<file path="src/rtl/com_rx4.sv">
// com_rx4: nibble-serial frame receiver.
// A frame is a com_rxf pulse followed by nibbles (high first) forming
// HEAD, LEN, LEN payload bytes and an XOR checksum byte. Payload bytes are
// streamed out as they complete; the frame verdict follows the checksum.
module com_rx4 #(
  parameter logic [7:0] HEAD = 8'hA5
) (
  input  logic        clk,
  input  logic        rst,
  input  logic [3:0]  com_rxd,
  input  logic        com_rxf,
  output logic [7:0]  rx_data,
  output logic        rx_valid,
  output logic        rx_last,
  output logic        fire_read,
  output logic        rx_err,
  output logic [15:0] frame_cnt
);

  typedef enum logic [2:0] {
    ST_IDLE,
    ST_HEAD,
    ST_LEN,
    ST_DATA,
    ST_SUM
  } state_t;

  state_t      state, state_n;
  logic        phase, phase_n;
  logic [3:0]  hi, hi_n;
  logic [7:0]  cnt, cnt_n;
  logic [7:0]  acc, acc_n;
  logic [7:0]  data_n;
  logic        valid_n, last_n, fire_n, err_n, inc_n;
  logic [7:0]  byte_w;

  // The byte being completed this cycle: stored high nibble plus live low nibble.
  assign byte_w = {hi, com_rxd};

  // State, byte-assembly registers and registered outputs.
  always_ff @(posedge clk) begin
    if (rst) begin
      state     <= ST_IDLE;
      phase     <= 1'b0;
      cnt       <= 8'h00;
      acc       <= 8'h00;
      rx_data   <= 8'h00;
      rx_valid  <= 1'b0;
      rx_last   <= 1'b0;
      fire_read <= 1'b0;
      rx_err    <= 1'b0;
      frame_cnt <= 16'h0000;
    end else begin
      state     <= state_n;
      phase     <= phase_n;
      cnt       <= cnt_n;
      acc       <= acc_n;
      rx_data   <= data_n;
      rx_valid  <= valid_n;
      rx_last   <= last_n;
      fire_read <= fire_n;
      rx_err    <= err_n;
      if (inc_n) frame_cnt <= frame_cnt + 16'd1;
    end
  end

  // High nibble holding register; pure data, so it is left out of reset.
  always_ff @(posedge clk) begin
    hi <= hi_n;
  end

  // Next-state, byte pairing and output decode.
  always_comb begin
    state_n = state;
    phase_n = phase;
    hi_n    = hi;
    cnt_n   = cnt;
    acc_n   = acc;
    data_n  = rx_data;
    valid_n = 1'b0;
    last_n  = 1'b0;
    fire_n  = 1'b0;
    err_n   = 1'b0;
    inc_n   = 1'b0;

    if (com_rxf && state != ST_IDLE) begin
      // A new frame start mid-frame discards the partial frame.
      err_n   = 1'b1;
      state_n = ST_HEAD;
      phase_n = 1'b0;
    end else if (state == ST_IDLE) begin
      if (com_rxf) begin
        state_n = ST_HEAD;
        phase_n = 1'b0;
      end
    end else if (!phase) begin
      hi_n    = com_rxd;
      phase_n = 1'b1;
    end else begin
      phase_n = 1'b0;
      case (state)
        ST_HEAD: begin
          if (byte_w == HEAD) begin
            state_n = ST_LEN;
          end else begin
            err_n   = 1'b1;
            state_n = ST_IDLE;
          end
        end
        ST_LEN: begin
          if (byte_w == 8'h00) begin
            err_n   = 1'b1;
            state_n = ST_IDLE;
          end else begin
            cnt_n   = byte_w;
            acc_n   = 8'h00;
            state_n = ST_DATA;
          end
        end
        ST_DATA: begin
          data_n  = byte_w;
          valid_n = 1'b1;
          acc_n   = acc ^ byte_w;
          cnt_n   = cnt - 8'd1;
          if (cnt == 8'd1) begin
            last_n  = 1'b1;
            state_n = ST_SUM;
          end
        end
        ST_SUM: begin
          if (byte_w == acc) begin
            fire_n = 1'b1;
            inc_n  = 1'b1;
          end else begin
            err_n  = 1'b1;
          end
          state_n = ST_IDLE;
        end
        default: state_n = ST_IDLE;
      endcase
    end
  end

endmodule
</file>
<file path="config.mk">
export PLATFORM = sky130hd
export DESIGN_NAME = com_rx4
export DESIGN_NICKNAME = d
export VERILOG_FILES = /design/src/rtl/com_rx4.sv
export SDC_FILE = /design/constraint.sdc
export NUM_CORES = 1
export LEC_CHECK = 0
export ABC_AREA = 1
export BUFFER_PORTS_ARGS = -buffer_cell sky130_fd_sc_hd__buf_2
export CORE_ASPECT_RATIO = 1.2
export CORE_MARGIN = 3
export CORE_UTILIZATION = 43
export CTS_BUF_LIST = sky130_fd_sc_hd__clkbuf_16
export DETAILED_ROUTE_END_ITERATION = 7
export PLACE_DENSITY = 0.66
export SLEW_MARGIN = 20
export SYNTH_ARGS = -nofsm -noshare
export SYNTH_HDL_FRONTEND = slang
export SYNTH_SLANG_ARGS = --single-unit
</file>
<file path="constraint.sdc">
create_clock -name clk -period 2 [get_ports clk]
set_clock_uncertainty 0.05 [all_clocks]
set_input_delay 0.2 -clock clk [delete_from_list [all_inputs] [get_ports clk]]
set_output_delay 0.2 -clock clk [all_outputs]
set_load 0.005 [all_outputs]
</file>
==> key figures <==
Outcome
  – Outcome: complete, no violations

Drt
  – Overall routed net length: roughly 6.3 mm
  – Detailed-route wire length per cell: roughly 12 um
  – DRC violation count after routing: 0
  – Detailed-router iteration count before antenna repair: 4
  – ANT nets after route: 0
  – Iteration-0 DRC count of the detailed router: roughly 130
  – Drt via density: approximately 5
  – Vias: ~2600

Placement
  – IO Port Bufs: 34
  – Minimum setup slack after placement: roughly 220 ps
  – Half-perimeter wire length of the detailed placement result: ~4.7 mm
  – GPL Wtd Cong: ~0.85

Timing
  – Fin Setup TNS: 0 ps
  – Number of hold violations in the final report: 0
  – Final worst-path cycle share: roughly nine tenths
  – Final number of max-transition violations: 0
  – Worst Slack Setup Final: approximately 230 ps
  – Worst-margin pin slew: around 450 ps
  – Setup repair after global routing missed its margin: no
  – Normalized max-slew margin: between 70% and 80%
  – Maximum clock rate: between 0.5 and 0.6 GHz
  – Minimum clock period after layout: about 1800 ps
  – # setup viols final: 0

Setup path
  – CP arrival: approximately 1900 ps
  – Maximum fanout along the worst path: 24
  – Crit path top cell by count: sky130_fd_sc_hd__nand2_1
  – Critical path startpoint category: register
  – Crit. End Element: register
  – Max stage delay cell, worst path: sky130_fd_sc_hd__edfxtp_1
  – Cell-by-cell trace of the critical path: inv_2 > nand2_1 > nand2_1 > nand2_1 > nor2_1 > nand2_1 > nor2_4 > buf_12 > nand2_1 > o21ai_0 > nor2_1
  – Cell class contributing the biggest share of worst-path delay: simple AND/OR/NAND/NOR gates
  – Worst endpoint required time: around 2100 ps
  – Peak per-stage delay on the critical path: between 400 and 500 ps
  – Type of the worst setup path: register to register
  – Buffer and inverter count on the worst path: 2

Power
  – Fraction of power consumed by sequential logic: about 44%
  – Power density over the cells: between 800 and 900 nW/um2
  – Switching portion of total power: just under 30%
  – Internal power: between 0.0015 and 0.002 W
  – Portion of total power attributed to the clock network: 37.9%
  – Net switching component of the power: 0.000762 W
  – Part of the total power dissipated in combinational logic: approximately 18%
  – Worst IR Drop VDD: 398 uV
  – Cell leakage power: 1.40 nW

Global routing
  – Total global routing overflow: 0
  – First-pass GRT wire length: between 10 and 15 mm
  – Overall track demand over capacity in global routing: between 15 and 20%
  – Most utilized layer in the global route result: met2
  – Global routing usage on met1: between 20% and 30%
  – Number of antenna violations at the first check in global routing: 0
  – Met3 track demand over resource: slightly above 3%
  – Pin count of the biggest net entering global routing: 25
  – Number of global-route vias before repair: 2399
  – Global-route track usage on met2: between 30% and 40%

Layout
  – Final design utilization: about 53%
  – Layout Area Growth over Synthesis: 16.0%
  – Total of fill cells in the finished design: 630
  – Layout cell share with drive strength beyond 1: 15.4%
  – Inserted Diodes: 0
  – Layout net count: about 460
  – Storage cell area: ~1100 um2
  – Most common library cell in the layout ignoring fill and taps: sky130_fd_sc_hd__nand2_1
  – Highest-count cells in the layout ignoring fill and taps: 112 x sky130_fd_sc_hd__nand2_1, 58 x sky130_fd_sc_hd__nor2_1, 48 x sky130_fd_sc_hd__dfxtp_1, 47 x sky130_fd_sc_hd__inv_1, 34 x sky130_fd_sc_hd__buf_2
  – Area used by multi-input combinational logic: roughly 1300 um2

Synth
  – Number of nets in the synthesized netlist: 420
  – Synth Area in Compound Gates: between 10% and 20%
  – Post-synthesis register bit count: 52
  – Fraction of synthesized cell area in xor and xnor cells: 0%
  – Synthesized area per cell: 6.57 um2
  – Adder and majority cell fraction of the synthesized area: under 10%
  – Number of distinct library cells after synthesis: 25
  – Netlist Area Pre-Place: about 2700 um2
  – Syn. warnings: 0
  – Mux contribution to synthesized area: 0%
  – Share of synthesized cell area in and, or, nand and nor gates: 35.9%
  – Sequential share of the synthesized area: 40.1%
  – Main combinational cell family by area after synthesis: simple AND/OR/NAND/NOR gates
  – Synthesized instance count: 410

Floorplanning
  – Number of placement rows: 30
  – Starting density of the core: approximately 46%
  – Floorplan core area: 5860 um2
  – Height of the chip: a little over 90 um
  – Count of boundary I/O pins: 35
  – Die ar.: about 7300 um2
  – Die X-Extent: slightly below 80 um

Clock network
  – Buffer type at the clock tree root: sky130_fd_sc_hd__clkbuf_16
  – TritonCTS clock tree: built
  – Number of gates resized after CTS: 0
  – Clock tree buffer depth: 2
  – H-Tree Depth: 2
  – Number of buffers added by the clock tree synthesis step: 5
  – Reg clk slew, reported paths: roughly 70 ps
  – Clock sink count: 52
  – Worst skew pair latency: about 300 ps
  – Cts-stage hold buffer count: 0
  – Postcts setup bufs: 0

Hold path
  – Worst hold path type: primary input to register

Flow run
  – Max-Cap Viols: 0
## layer usage
layer / share of wire [%] / routed length, um
met5: 0 / 0
met4: 1.1 / 70
met1: 45 / 2820
met2: 51 / 3200
met3: 3.2 / 202
## power by group through the flow
| stage | clock network, W | registers (W) | logic, W |
|---|---|---|---|
| after floorplan | 0 | 0.00118 | 0.000348 |
| after global placement | 0 | 0.00118 | 0.000450 |
| after detailed placement | 0 | 0.00118 | 0.000453 |
| after CTS | 0.00101 | 0.00116 | 0.000457 |
| after global routing | 0.00104 | 0.00117 | 0.000541 |
| final | 0.000991 | 0.00116 | 0.000464 |
## logic make-up after synthesis
kind of cell | after synthesis
AND/OR/NAND/NOR | 224
buffers and inverters | 69
adder cells (fa/ha/maj) | 3
flip-flops | 52
AO/OA/AOI/OAI | 62
## cells in the mapped netlist
master / n / area [um2]
sky130_fd_sc_hd__nor2_4: 2 / 22.5
sky130_fd_sc_hd__a21oi_1: 31 / 155
sky130_fd_sc_hd__nor3_4: 2 / 32.5
sky130_fd_sc_hd__o21ai_0: 27 / 135
sky130_fd_sc_hd__ha_1: 3 / 37.5
sky130_fd_sc_hd__nor2_1: 58 / 218
sky130_fd_sc_hd__nor2_2: 1 / 6.26
sky130_fd_sc_hd__clkbuf_1: 4 / 15.0
sky130_fd_sc_hd__dfxtp_1: 48 / 961
sky130_fd_sc_hd__inv_1: 47 / 176
sky130_fd_sc_hd__o21ai_1: 3 / 15.0
sky130_fd_sc_hd__buf_4: 1 / 7.51
sky130_fd_sc_hd__nor3b_1: 1 / 7.51
sky130_fd_sc_hd__nand2_1: 112 / 420
sky130_fd_sc_hd__nand2_2: 2 / 12.5
sky130_fd_sc_hd__buf_2: 1 / 5.00
sky130_fd_sc_hd__buf_6: 4 / 45.0
sky130_fd_sc_hd__inv_2: 11 / 41.3
sky130_fd_sc_hd__nor3_1: 4 / 20.0
sky130_fd_sc_hd__a21boi_0: 1 / 7.51
sky130_fd_sc_hd__nand3_2: 2 / 20.0
sky130_fd_sc_hd__nand4_1: 7 / 43.8
sky130_fd_sc_hd__edfxtp_1: 4 / 120
sky130_fd_sc_hd__buf_1: 1 / 3.75
sky130_fd_sc_hd__nand3_1: 33 / 165
## area by class of cell
cell class	count	area share (%)
Clock inverter	3	1.48
Inverter	58	6.97
Timing Repair Buffer	41	7.53
Clock buffer	5	4.00
Sequential cell	52	34.6
Tap cell	80	3.20
Multi-Input combinational cell	289	42.2
## worst reg2reg max path, cell delays in order (launching register included)
cell and delay [ps]:
sky130_fd_sc_hd__edfxtp_1 450, sky130_fd_sc_hd__inv_2 120, sky130_fd_sc_hd__nand2_1 60, sky130_fd_sc_hd__nand2_1 80, sky130_fd_sc_hd__nand2_1 70, sky130_fd_sc_hd__nor2_1 170, sky130_fd_sc_hd__nand2_1 130, sky130_fd_sc_hd__nor2_4 120
sky130_fd_sc_hd__buf_12 160, sky130_fd_sc_hd__nand2_1 60, sky130_fd_sc_hd__o21ai_0 140, sky130_fd_sc_hd__nor2_1 50
## flip-flops by register name, summed over array words and instances, names as in the netlist, 3 cells and up
register / count
rx_data: 8
state: 3
hi: 4
cnt: 8
frame_cnt: 16
acc: 8
## metrics by stage
stage	std cells	area (um2)	power, W	hold slack (ps)
2_1_floorplan	410	2690	0.00152	249
3_3_place_gp	518	2940	0.00163	389
3_5_place_dp	518	2940	0.00164	386
4_1_cts	526	3110	0.00262	80.8
5_1_grt	528	3120	0.00275	83.7
6_report	528	3120	0.00262	88.8
## final timing paths
check | from | end | slack [ps] | cells past startpoint
max | hi[1] | frame_cnt[3] | 230 | 11
min | com_rxd[2] | hi[2] | 90 | 1
max reg2reg | hi[1] | frame_cnt[3] | 230 | 11
min reg2reg | acc[1] | acc[1] | 430 | 2
Note: power is estimated with default switching activity, not from simulation.
